==> config.mk <==
export PLATFORM = sky130hd
export DESIGN_NAME = udp_filter_arb
export DESIGN_NICKNAME = d
export VERILOG_FILES = /design/src/rtl/udp_filter_arb.sv
export SDC_FILE = /design/constraint.sdc
export NUM_CORES = 1
export LEC_CHECK = 0
export ABC_CLOCK_PERIOD_IN_PS = 4400
export BUFFER_PORTS_ARGS = -buffer_cell sky130_fd_sc_hd__buf_4
export CORE_AREA = 2 2 135 137
export DETAILED_ROUTE_END_ITERATION = 7
export DIE_AREA = 0 0 137 139
export PLACE_DENSITY = 0.47
export SYNTH_ARGS = -nofsm -noshare
export SYNTH_HDL_FRONTEND = slang
export SYNTH_SLANG_ARGS = --single-unit
==> constraint.sdc <==
create_clock -name clk_i -period 4.4 [get_ports clk_i]
set_input_delay 0.88 -clock clk_i [delete_from_list [all_inputs] [get_ports clk_i]]
set_output_delay 0.88 -clock clk_i [all_outputs]
set_load 0.01 [all_outputs]
==> src/rtl/udp_filter_arb.sv <==
// udp_filter_arb: frame-granular round-robin arbiter that shares one udp_filter
// between PORT_NR AXI-Stream ingress ports. One whole frame is granted at a time,
// and beats are paced so that the filter FSM never drops one. After a runt frame
// the filter is reset; after a passed frame the arbiter waits for the filter FIFO
// to drain before granting again.
// Optional statistics counters: define UDP_FILTER_ARB_STATS_EN.
module udp_filter_arb #(
   parameter int unsigned DATA_WIDTH = 64,
   parameter int unsigned PORT_NR    = 4,
   parameter int unsigned CNT_WIDTH  = 32
) (
   input  logic                            clk_i,
   input  logic                            s_rst_i,
   input  logic [PORT_NR*DATA_WIDTH-1:0]   s_axis_tdata_i,
   input  logic [PORT_NR-1:0]              s_axis_tvalid_i,
   input  logic [PORT_NR-1:0]              s_axis_tlast_i,
   output logic [PORT_NR-1:0]              s_axis_tready_o,
   output logic                            flt_en_o,
   output logic [DATA_WIDTH-1:0]           flt_frame_o,
   output logic                            flt_frame_last_o,
   output logic                            flt_rst_n_o,
   input  logic                            flt_frame_valid_i,
   output logic [PORT_NR-1:0]              grant_o,
   output logic                            busy_o
`ifdef UDP_FILTER_ARB_STATS_EN
   ,
   output logic [CNT_WIDTH-1:0]            stat_frames_o,
   output logic [CNT_WIDTH-1:0]            stat_runts_o,
   output logic [CNT_WIDTH-1:0]            stat_passed_o
`endif
);

   localparam int unsigned IdxW = (PORT_NR > 1) ? $clog2(PORT_NR) : 1;

   typedef enum logic [2:0] {
      StIdle,
      StStart,
      StBeat,
      StBubble,
      StDrain,
      StRuntRst
   } state_t;

   state_t                state;
   logic [IdxW-1:0]       grant_idx;
   logic [IdxW-1:0]       rr_ptr;
   logic [2:0]            beat_cnt;
   logic [2:0]            beat_inc;

   int unsigned           cand;
   logic [IdxW-1:0]       cand_idx;
   logic [IdxW-1:0]       req_idx;
   logic                  req_found;

   logic                  g_valid;
   logic                  g_last;
   logic [DATA_WIDTH-1:0] g_data;
   logic                  in_beat;
   logic                  accept;

   // Find the first requesting port at or after rr_ptr, wrapping around.
   always_comb begin
      req_found = 1'b0;
      req_idx   = '0;
      cand      = 0;
      cand_idx  = '0;
      for (int unsigned i = 0; i < PORT_NR; i++) begin
         cand     = (32'(rr_ptr) + i) % PORT_NR;
         cand_idx = IdxW'(cand);
         if (!req_found && s_axis_tvalid_i[cand_idx]) begin
            req_found = 1'b1;
            req_idx   = cand_idx;
         end
      end
   end

   // Granted-port view and combinational outputs to the ports and the filter.
   always_comb begin
      g_valid          = s_axis_tvalid_i[grant_idx];
      g_last           = s_axis_tlast_i[grant_idx];
      g_data           = s_axis_tdata_i[32'(grant_idx) * DATA_WIDTH +: DATA_WIDTH];
      in_beat          = (state == StBeat);
      accept           = in_beat & g_valid;
      beat_inc         = beat_cnt + 3'd1;
      s_axis_tready_o  = in_beat ? grant_o : '0;
      // START pulses en without data to move the filter from IDLE to its MAC state.
      flt_en_o         = (state == StStart) | accept;
      flt_frame_o      = in_beat ? g_data : '0;
      flt_frame_last_o = accept & g_last;
      flt_rst_n_o      = ~s_rst_i & (state != StRuntRst);
      busy_o           = (state != StIdle);
   end

   // Frame sequencer: grant, pace beats, insert bubbles, drain or reset the filter.
   always_ff @(posedge clk_i) begin
      if (s_rst_i) begin
         state     <= StIdle;
         grant_o   <= '0;
         grant_idx <= '0;
         rr_ptr    <= '0;
         beat_cnt  <= '0;
      end else begin
         case (state)
            StIdle: begin
               if (req_found) begin
                  grant_o   <= PORT_NR'(1) << req_idx;
                  grant_idx <= req_idx;
                  rr_ptr    <= (req_idx == IdxW'(PORT_NR - 1)) ? '0 : req_idx + 1'b1;
                  beat_cnt  <= '0;
                  state     <= StStart;
               end
            end
            StStart: begin
               state <= StBeat;
            end
            StBeat: begin
               if (accept) begin
                  if (beat_cnt != 3'd5) begin
                     beat_cnt <= beat_inc;
                  end
                  if (g_last) begin
                     if (beat_cnt < 3'd4) begin
                        state <= StRuntRst;
                     end else if (flt_frame_valid_i) begin
                        state <= StDrain;
                     end else begin
                        state   <= StIdle;
                        grant_o <= '0;
                     end
                  end else if (beat_inc >= 3'd2 && beat_inc <= 3'd4) begin
                     // Give the filter its unconditional WRONG_FRAME->LAST step.
                     state <= StBubble;
                  end
               end
            end
            StBubble: begin
               state <= StBeat;
            end
            StDrain: begin
               if (!flt_frame_valid_i) begin
                  state   <= StIdle;
                  grant_o <= '0;
               end
            end
            StRuntRst: begin
               state   <= StIdle;
               grant_o <= '0;
            end
            default: begin
               state   <= StIdle;
               grant_o <= '0;
            end
         endcase
      end
   end

`ifdef UDP_FILTER_ARB_STATS_EN
   logic frame_evt;
   logic runt_evt;
   logic pass_evt;

   // Statistics event decode.
   always_comb begin
      frame_evt = (state == StIdle) & req_found;
      runt_evt  = accept & g_last & (beat_cnt < 3'd4);
      pass_evt  = accept & g_last & flt_frame_valid_i;
   end

   // Saturating statistics counters.
   always_ff @(posedge clk_i) begin
      if (s_rst_i) begin
         stat_frames_o <= '0;
         stat_runts_o  <= '0;
         stat_passed_o <= '0;
      end else begin
         if (frame_evt && stat_frames_o != '1) stat_frames_o <= stat_frames_o + 1'b1;
         if (runt_evt && stat_runts_o != '1)   stat_runts_o  <= stat_runts_o + 1'b1;
         if (pass_evt && stat_passed_o != '1)  stat_passed_o <= stat_passed_o + 1'b1;
      end
   end
`endif

endmodule
==> summary.txt, run 1 <==
Top_reg_cell synth: dfxtp_1
Syn Area/Cell: 10.7 sq um
Period utilization: 70.3%
Library cells used by synthesis: 43
Die area: 19000 sq um
Final antenna-violating net count: 0
Clock sinks: 14
Power per cell area: 254 nW/um^2
First-pass GRT wire length: 26700 um
Outcome: finished clean
Worst EP required: 3.52 ns
Layout cells sized above 1: 71.2%
Async SR Flop Fraction: 0%
IO buf count: 342
Place WS: 1.48 ns
Die height: 139 um
CTS resizes: 0
Vias per cell: 4.87
GP Congestion: 0.913
Core Util, Final: 33.3%
RR Endpoint: grant_o[0]$_SDFFE_PP0P_
Reg-to-reg startpoint: rr_ptr[0]$_SDFFE_PP0P_
Clk slew on worst S/H paths: 0.05 ns
Post-DP Area: 5780 sq um
Die width: 137 um
Post-Synthesis Cells: 284
R2R Setup Slk: 2.14 ns
Pin count of the biggest net entering global routing: 49
Root Driver: clkbuf_16
DRC violations left: 0
Pre-antenna DRT Iters: 4
DR vias: 4037
Hold_sp: rr_ptr[1]$_SDFFE_PP0P_
Crit path time final: 3.09 ns
Final setup violation count: 0
Critical Path End Type: primary output
Mapped Area: 3040 sq um
Cell leakage power: 2.86 nW
Fmax: 323 MHz
Non-filler cells, final: 829
Most frequent cells in the layout: buf_4, and3_1, mux4_2, dfxtp_1, nor2_1
Most common cell after layout, fill and taps aside: buf_4
Crit path DAT: 2.21 ns
Iter 0 DRT Violations: 117
Synth warn: 0
Vias in the first global route: 4270
GRT Residual Overflow: 0
Core ar.: 17700 sq um
# placed instances: 823
DP HPWL: 15600 um
Worst Hold End: rr_ptr[1]$_SDFFE_PP0P_
Critical path class: reg2out
Fin. Hold Viols: 0
Routed length per instance: 22.1 um
Syn_nets: 557
Max Fanout on Critical Path: 41
# H-tree levels: 1
Pins Over Slew Limit: 0
Max Clock Skew: 0.00334 ns
Hold crit path type: reg2reg
Clock buffer depth: 2
Routed wire length: 18400 um
Worst Slack Setup Final: 1.31 ns
Hold path depth: 2
Clock latency on the worst-skew pair: 0.24 ns
Nets: 872
CTS buffer count: 3
Worst Setup Start Kind: register
Cts-stage hold buffer count: 0
R2R depth: 8
Setup TNS: 0 ns
Site Rows: 49
Overall global routing resource usage: 18.4%
Max-Cap Viols: 0
Initial antenna violation count: 2
Synth Register Bits: 14
Top Ports: 343
Design Area, Final: 5880 sq um
RSZ-0062 raised after global routing: false
Worst rel slew slack: 51.2%
Max IR drop VDD: 0.137 mV
Syn-to-layout area delta: 93.3%
CTS tree: built
Sequential element share of the synthesized area: 9.22%
Initial Utilization: 17.2%
Tightest Pin Transition: 0.721 ns
Post-CTS setup buffers: 0
Post-synth EDFFs: 0
[logic make-up (layout without fill, tap and decap cells)]
| kind of cell | count (synthesis) | count (layout) | synth area share, % |
|---|---|---|---|
| xor+xnor | 1 | 1 | 0.288 |
| compound gates | 31 | 31 | 7.37 |
| simple gates | 121 | 121 | 24.9 |
| flops | 14 | 14 | 9.22 |
| buf+inv | 45 | 359 | 6.91 |
| mux | 66 | 66 | 48.9 |
| other cells | 0 | 2 | 0 |
| fa+ha+maj | 6 | 6 | 2.47 |
[layer usage]
| layer | track usage [%] | routed length, um |
|---|---|---|
| met1 | 22.7 | 7350 |
| met2 | 32.9 | 9170 |
| met3 | 4.57 | 1620 |
| met4 | 2.60 | 218 |
| met5 | 0 | 0 |
[registers in the layout, summed over array words and instances (netlist names)]
register and count:
grant_o 4, state 3, beat_cnt 3, rr_ptr 2, grant_idx 2
[where the power goes]
part / switching (W) / internal, W / total (W)
Combinational: 0.000441 / 0.000623 / 0.00106
Sequential: 0.0000830 / 0.000152 / 0.000235
Clock: 0.0000541 / 0.000138 / 0.000192
[synthesized netlist by cell type, types with 6 or more instances]
cell | count | area (sq um)
a21oi_1 | 7 | 35.0
and3_1 | 69 | 432
buf_1 | 7 | 26.3
buf_4 | 6 | 45.0
clkbuf_1 | 20 | 75.1
dfxtp_1 | 14 | 280
ha_1 | 6 | 75.1
inv_1 | 7 | 26.3
mux4_2 | 66 | 1490
nand2_1 | 7 | 26.3
nor2_1 | 11 | 41.3
nor3_1 | 8 | 40.0
nor3b_1 | 6 | 45.0
[worst max path at each step]
stage / start / to / slack (ns) / depth (start not counted)
detailed placement: s_axis_tvalid_i[0] / grant_o[0]$_SDFFE_PP0P_ / 1.48 / 9
floorplan: grant_idx[0]$_SDFFE_PP0P_ / flt_frame_o[14] / 1.85 / 5
CTS: grant_idx[1]$_SDFFE_PP0P_ / flt_frame_o[32] / 1.31 / 4
global route: grant_idx[1]$_SDFFE_PP0P_ / flt_frame_o[32] / 1.24 / 4
global placement: s_axis_tvalid_i[3] / flt_en_o / 1.54 / 5
finish: grant_idx[1]$_SDFFE_PP0P_ / flt_frame_o[32] / 1.31 / 4
[stage by stage]
stage / total power [W] / hold WS, ns
2_1_floorplan: 0.000868 / 0.480
3_3_place_gp: 0.00130 / 0.509
3_5_place_dp: 0.00131 / 0.521
4_1_cts: 0.00151 / 0.530
5_1_grt: 0.00160 / 0.550
6_report: 0.00149 / 0.520
[critical path: stages (launching register included)]
cell     delay, ns
dfxtp_4       0.73
buf_4         0.47
mux4_2        0.39
and3_1        0.22
buf_4         0.14
[final cells by class]
type | count | area [sq um]
multi-input cells | 225 | 2560
flip-flops and latches | 14 | 289
clock buffers | 4 | 88.8
diodes | 2 | 5.00
repair buffers | 348 | 2630
fillers | 1851 | 11800
inverters | 7 | 26.3
well taps | 229 | 287
Power figures use the tool's default switching activity.
==> run 2: changes to the inputs <==
- ABC_AREA: not set -> 1
- ABC_CLOCK_PERIOD_IN_PS: 4400 -> 3180
- CORE_AREA: 2 2 135 137 -> 2 2 133 135
- DIE_AREA: 0 0 137 139 -> 0 0 135 137
- PLACE_DENSITY: 0.47 -> 0.5
- clock period: 4.4 -> 3.18 ns (I/O delays scaled with it)
==> summary.txt, run 2 <==
Syn-to-layout area delta: 82.6% (was 93.3%)
Outcome: finished clean (unchanged)
Multi-input logic area: 2760 sq um (was 2560 sq um)
Synth Register Bits: 14 (unchanged)
Clock sinks: 14 (unchanged)
Hold WS: 0.538 ns (was 0.520 ns)
Clock latency on the worst-skew pair: 0.25 ns (was 0.24 ns)
Root Driver: clkbuf_16 (unchanged)
Hold crit path type: reg2reg (unchanged)
Max FFs per register: 4 (unchanged)
CTS resizes: 0 (unchanged)
Overall global routing resource usage: 19.9% (was 18.4%)
Site Rows: 48 (was 49)
Fin. Hold Viols: 0 (unchanged)
Max-Cap Viols: 0 (unchanged)
Syn Area/Cell: 4.86 sq um (was 10.7 sq um)
# placed instances: 1229 (was 823)
Yosys top cell area share: 30.4% (was 48.9%)
NetSw: 0.00204 W (was 0.000578 W)
Period utilization: 78.5%
Fmax: 401 MHz
Top Ports: 343 (unchanged)
Layout cells sized above 1: 38.8% (was 71.2%)
Most common cell after layout, fill and taps aside: buf_4 (unchanged)
Largest cells by area after synthesis: nor2_1, o21ai_0, a21oi_1 (was mux4_2, and3_1, dfxtp_1)
Power per cell area: 592 nW/um^2 (was 254 nW/um^2)
DR vias: 5584 (was 4037)
Most common cell in the synthesized netlist: nor2_1 (was and3_1)
Critical path class: reg2out (unchanged)
Place WS: 0.919 ns (was 1.48 ns)
Initial antenna violation count: 1 (was 2)
Top_reg_cell synth: dfxtp_1 (unchanged)
First-pass GRT wire length: 29000 um (was 26700 um)
Core ar.: 17100 sq um (was 17700 sq um)
Max IR drop VDD: 0.339 mV (was 0.137 mV)
Library cells used by synthesis: 32 (was 43)
Post-synth EDFFs: 0 (unchanged)
Post-Synthesis Cells: 703 (was 284)
Max Clock Skew: 0.00395 ns (was 0.00334 ns)
RSZ-0062 raised after global routing: false (unchanged)
Top reg by flops: grant_o (unchanged)
Post-CTS setup buffers: 0 (unchanged)
Iter 0 DRT Violations: 248 (was 117)
GP Congestion: 0.819 (was 0.913)
Nets: 1282 (was 872)
Comb power frac: 84.9% (was 71.4%)
# fillers: 1984 (was 1851)
Final antenna-violating net count: 0 (unchanged)
Seq pwr share: 8.2% (was 15.7%)
Clock buffer depth: 2 (unchanged)
P_int: 0.00165 W (was 0.000913 W)
Worst Setup Start Kind: register (unchanged)
Max Fanout on Critical Path: 30 (was 41)
Pin count of the biggest net entering global routing: 105 (was 49)
Routed length per instance: 16.7 um (was 22.1 um)
Pins Over Slew Limit: 0 (unchanged)
GRT Residual Overflow: 0 (unchanged)
Tightest Pin Transition: 0.750 ns (was 0.721 ns)
Worst EP required: 2.54 ns (was 3.52 ns)
Commonest cells in the netlist: nor2_1, o21ai_0, a21oi_1, nand2_1, inv_1 (was and3_1, mux4_2, clkbuf_1, dfxtp_1, nor2_1)
Reg area: 285 sq um (was 289 sq um)
Die area: 18500 sq um (was 19000 sq um)
Cell leakage power: 3.24 nW (was 2.86 nW)
Non-filler cells, final: 1233 (was 829)
Clk slew on worst S/H paths: 0.05 ns (about the same)
Sequential element share of the synthesized area: 8.20% (was 9.22%)
Routed wire length: 20500 um (was 18400 um)
Cell taking the most area after synthesis: nor2_1 (was mux4_2)
# H-tree levels: 1 (unchanged)
Async SR Flop Fraction: 0% (unchanged)
Crit path time final: 2.49 ns
CTS buffer count: 3 (unchanged)
IO buf count: 342 (unchanged)
Syn_nets: 976 (was 557)
Vias per cell: 4.53 (was 4.87)
Die height: 137 um (was 139 um)
Most frequent cells in the layout: buf_4, nor2_1, o21ai_0, a21oi_1, nand2_1 (was buf_4, and3_1, mux4_2, dfxtp_1, nor2_1)
Synth warn: 0 (unchanged)
Die width: 135 um (was 137 um)
CTS tree: built (unchanged)
Switching share of power: 55.3% (was 38.8%)
DP HPWL: 16100 um (was 15600 um)
Vias in the first global route: 5112 (was 4270)
Initial Utilization: 20.0% (was 17.2%)
Worst Slack Setup Final: 0.685 ns (was 1.31 ns)
Cts-stage hold buffer count: 0 (unchanged)
Final setup violation count: 0 (unchanged)
Worst rel slew slack: 50.0% (was 51.2%)
Mapped Area: 3420 sq um (was 3040 sq um)
Critical Path End Type: primary output (unchanged)
Clock power share: 6.9% (was 12.9%)
DRC violations left: 0 (unchanged)
Ant. Diodes: 0 (was 2)
Regs by FF count: grant_o (4), beat_cnt (3), state (3) (unchanged)
Setup TNS: 0 ns (unchanged)
Crit path DAT: 1.86 ns (was 2.21 ns)
Pre-antenna DRT Iters: 5 (was 4)
[run 2: cell types whose count changed after synthesis, sizes merged, moves of 10 or more]
cell   change
a21oi     +61
nand3     +16
nor2     +271
nand4     +10
buf       +12
nand2     +73
and3      -70
inv       +25
o21ai    +130
mux4      -66
[run 2: per-layer routing]
layer | GRT usage (%) | part of all wire, % | up-vias
li1 | - | - | 2891
met2 | 36.4 | 51 | 188
met3 | 4.59 | 7.4 | 18
met4 | 3.41 | 1.5 | 0
met5 | 0 | 0 | -
met1 | 23.9 | 40 | 2487
[run 2: critical path, cell delays in order (launching register included)]
cell and delay (ns):
dfxtp_4 0.37, clkinv_2 0.27, buf_4 0.34, o21ai_0 0.34, a21oi_1 0.12, buf_4 0.16
[run 2: per-stage QoR]
| step | power [W] | util, % | cell area (sq um) |
|---|---|---|---|
| final | 0.00370 | 36.6 | 6240 |
| after global routing | 0.00412 | 36.6 | 6240 |
| after CTS | 0.00374 | 36.6 | 6240 |
| after detailed placement | 0.00348 | 36.1 | 6160 |
| after global placement | 0.00349 | 36.1 | 6160 |
| after floorplan | 0.00233 | - | 3420 |
[run 2: path summary, 6_finish.rpt]
kind | startpoint | end | slack, ns | depth (start not counted)
worst min-delay path | grant_o[0]$_SDFFE_PP0P_ | grant_o[0]$_SDFFE_PP0P_ | 0.54 | 4
worst max-delay path | grant_idx[0]$_SDFFE_PP0P_ | flt_frame_o[4] | 0.69 | 5
worst min register to register | grant_o[0]$_SDFFE_PP0P_ | grant_o[0]$_SDFFE_PP0P_ | 0.54 | 4
worst max register to register | rr_ptr[0]$_SDFFE_PP0P_ | rr_ptr[1]$_SDFFE_PP0P_ | 1.12 | 11
[run 2: power by group through the flow]
stage               Combinational [W]  Clock, W  Sequential [W]
finish                        0.00314  0.000255        0.000302
global route                  0.00354  0.000263        0.000312
CTS                           0.00318  0.000257        0.000303
detailed placement            0.00317         0        0.000305
global placement              0.00318         0        0.000306
floorplan                     0.00205         0        0.000285
[run 2: cell type report]
cell class	instances	area share (%)
clock buffers	4	1.26
repair buffers	353	43.3
multi-input cells	604	44.3
well taps	225	4.51
inverters	33	2.09
flip-flops and latches	14	4.57
[run 2: cells by family after synthesis]
| kind of cell | count (synthesis) | share of synthesized area, % |
|---|---|---|
| simple gates | 393 | 48.3 |
| compound gates | 203 | 29.9 |
| buf+inv | 85 | 10.9 |
| flops | 14 | 8.20 |
| fa+ha+maj | 6 | 2.20 |
| xor+xnor | 2 | 0.513 |
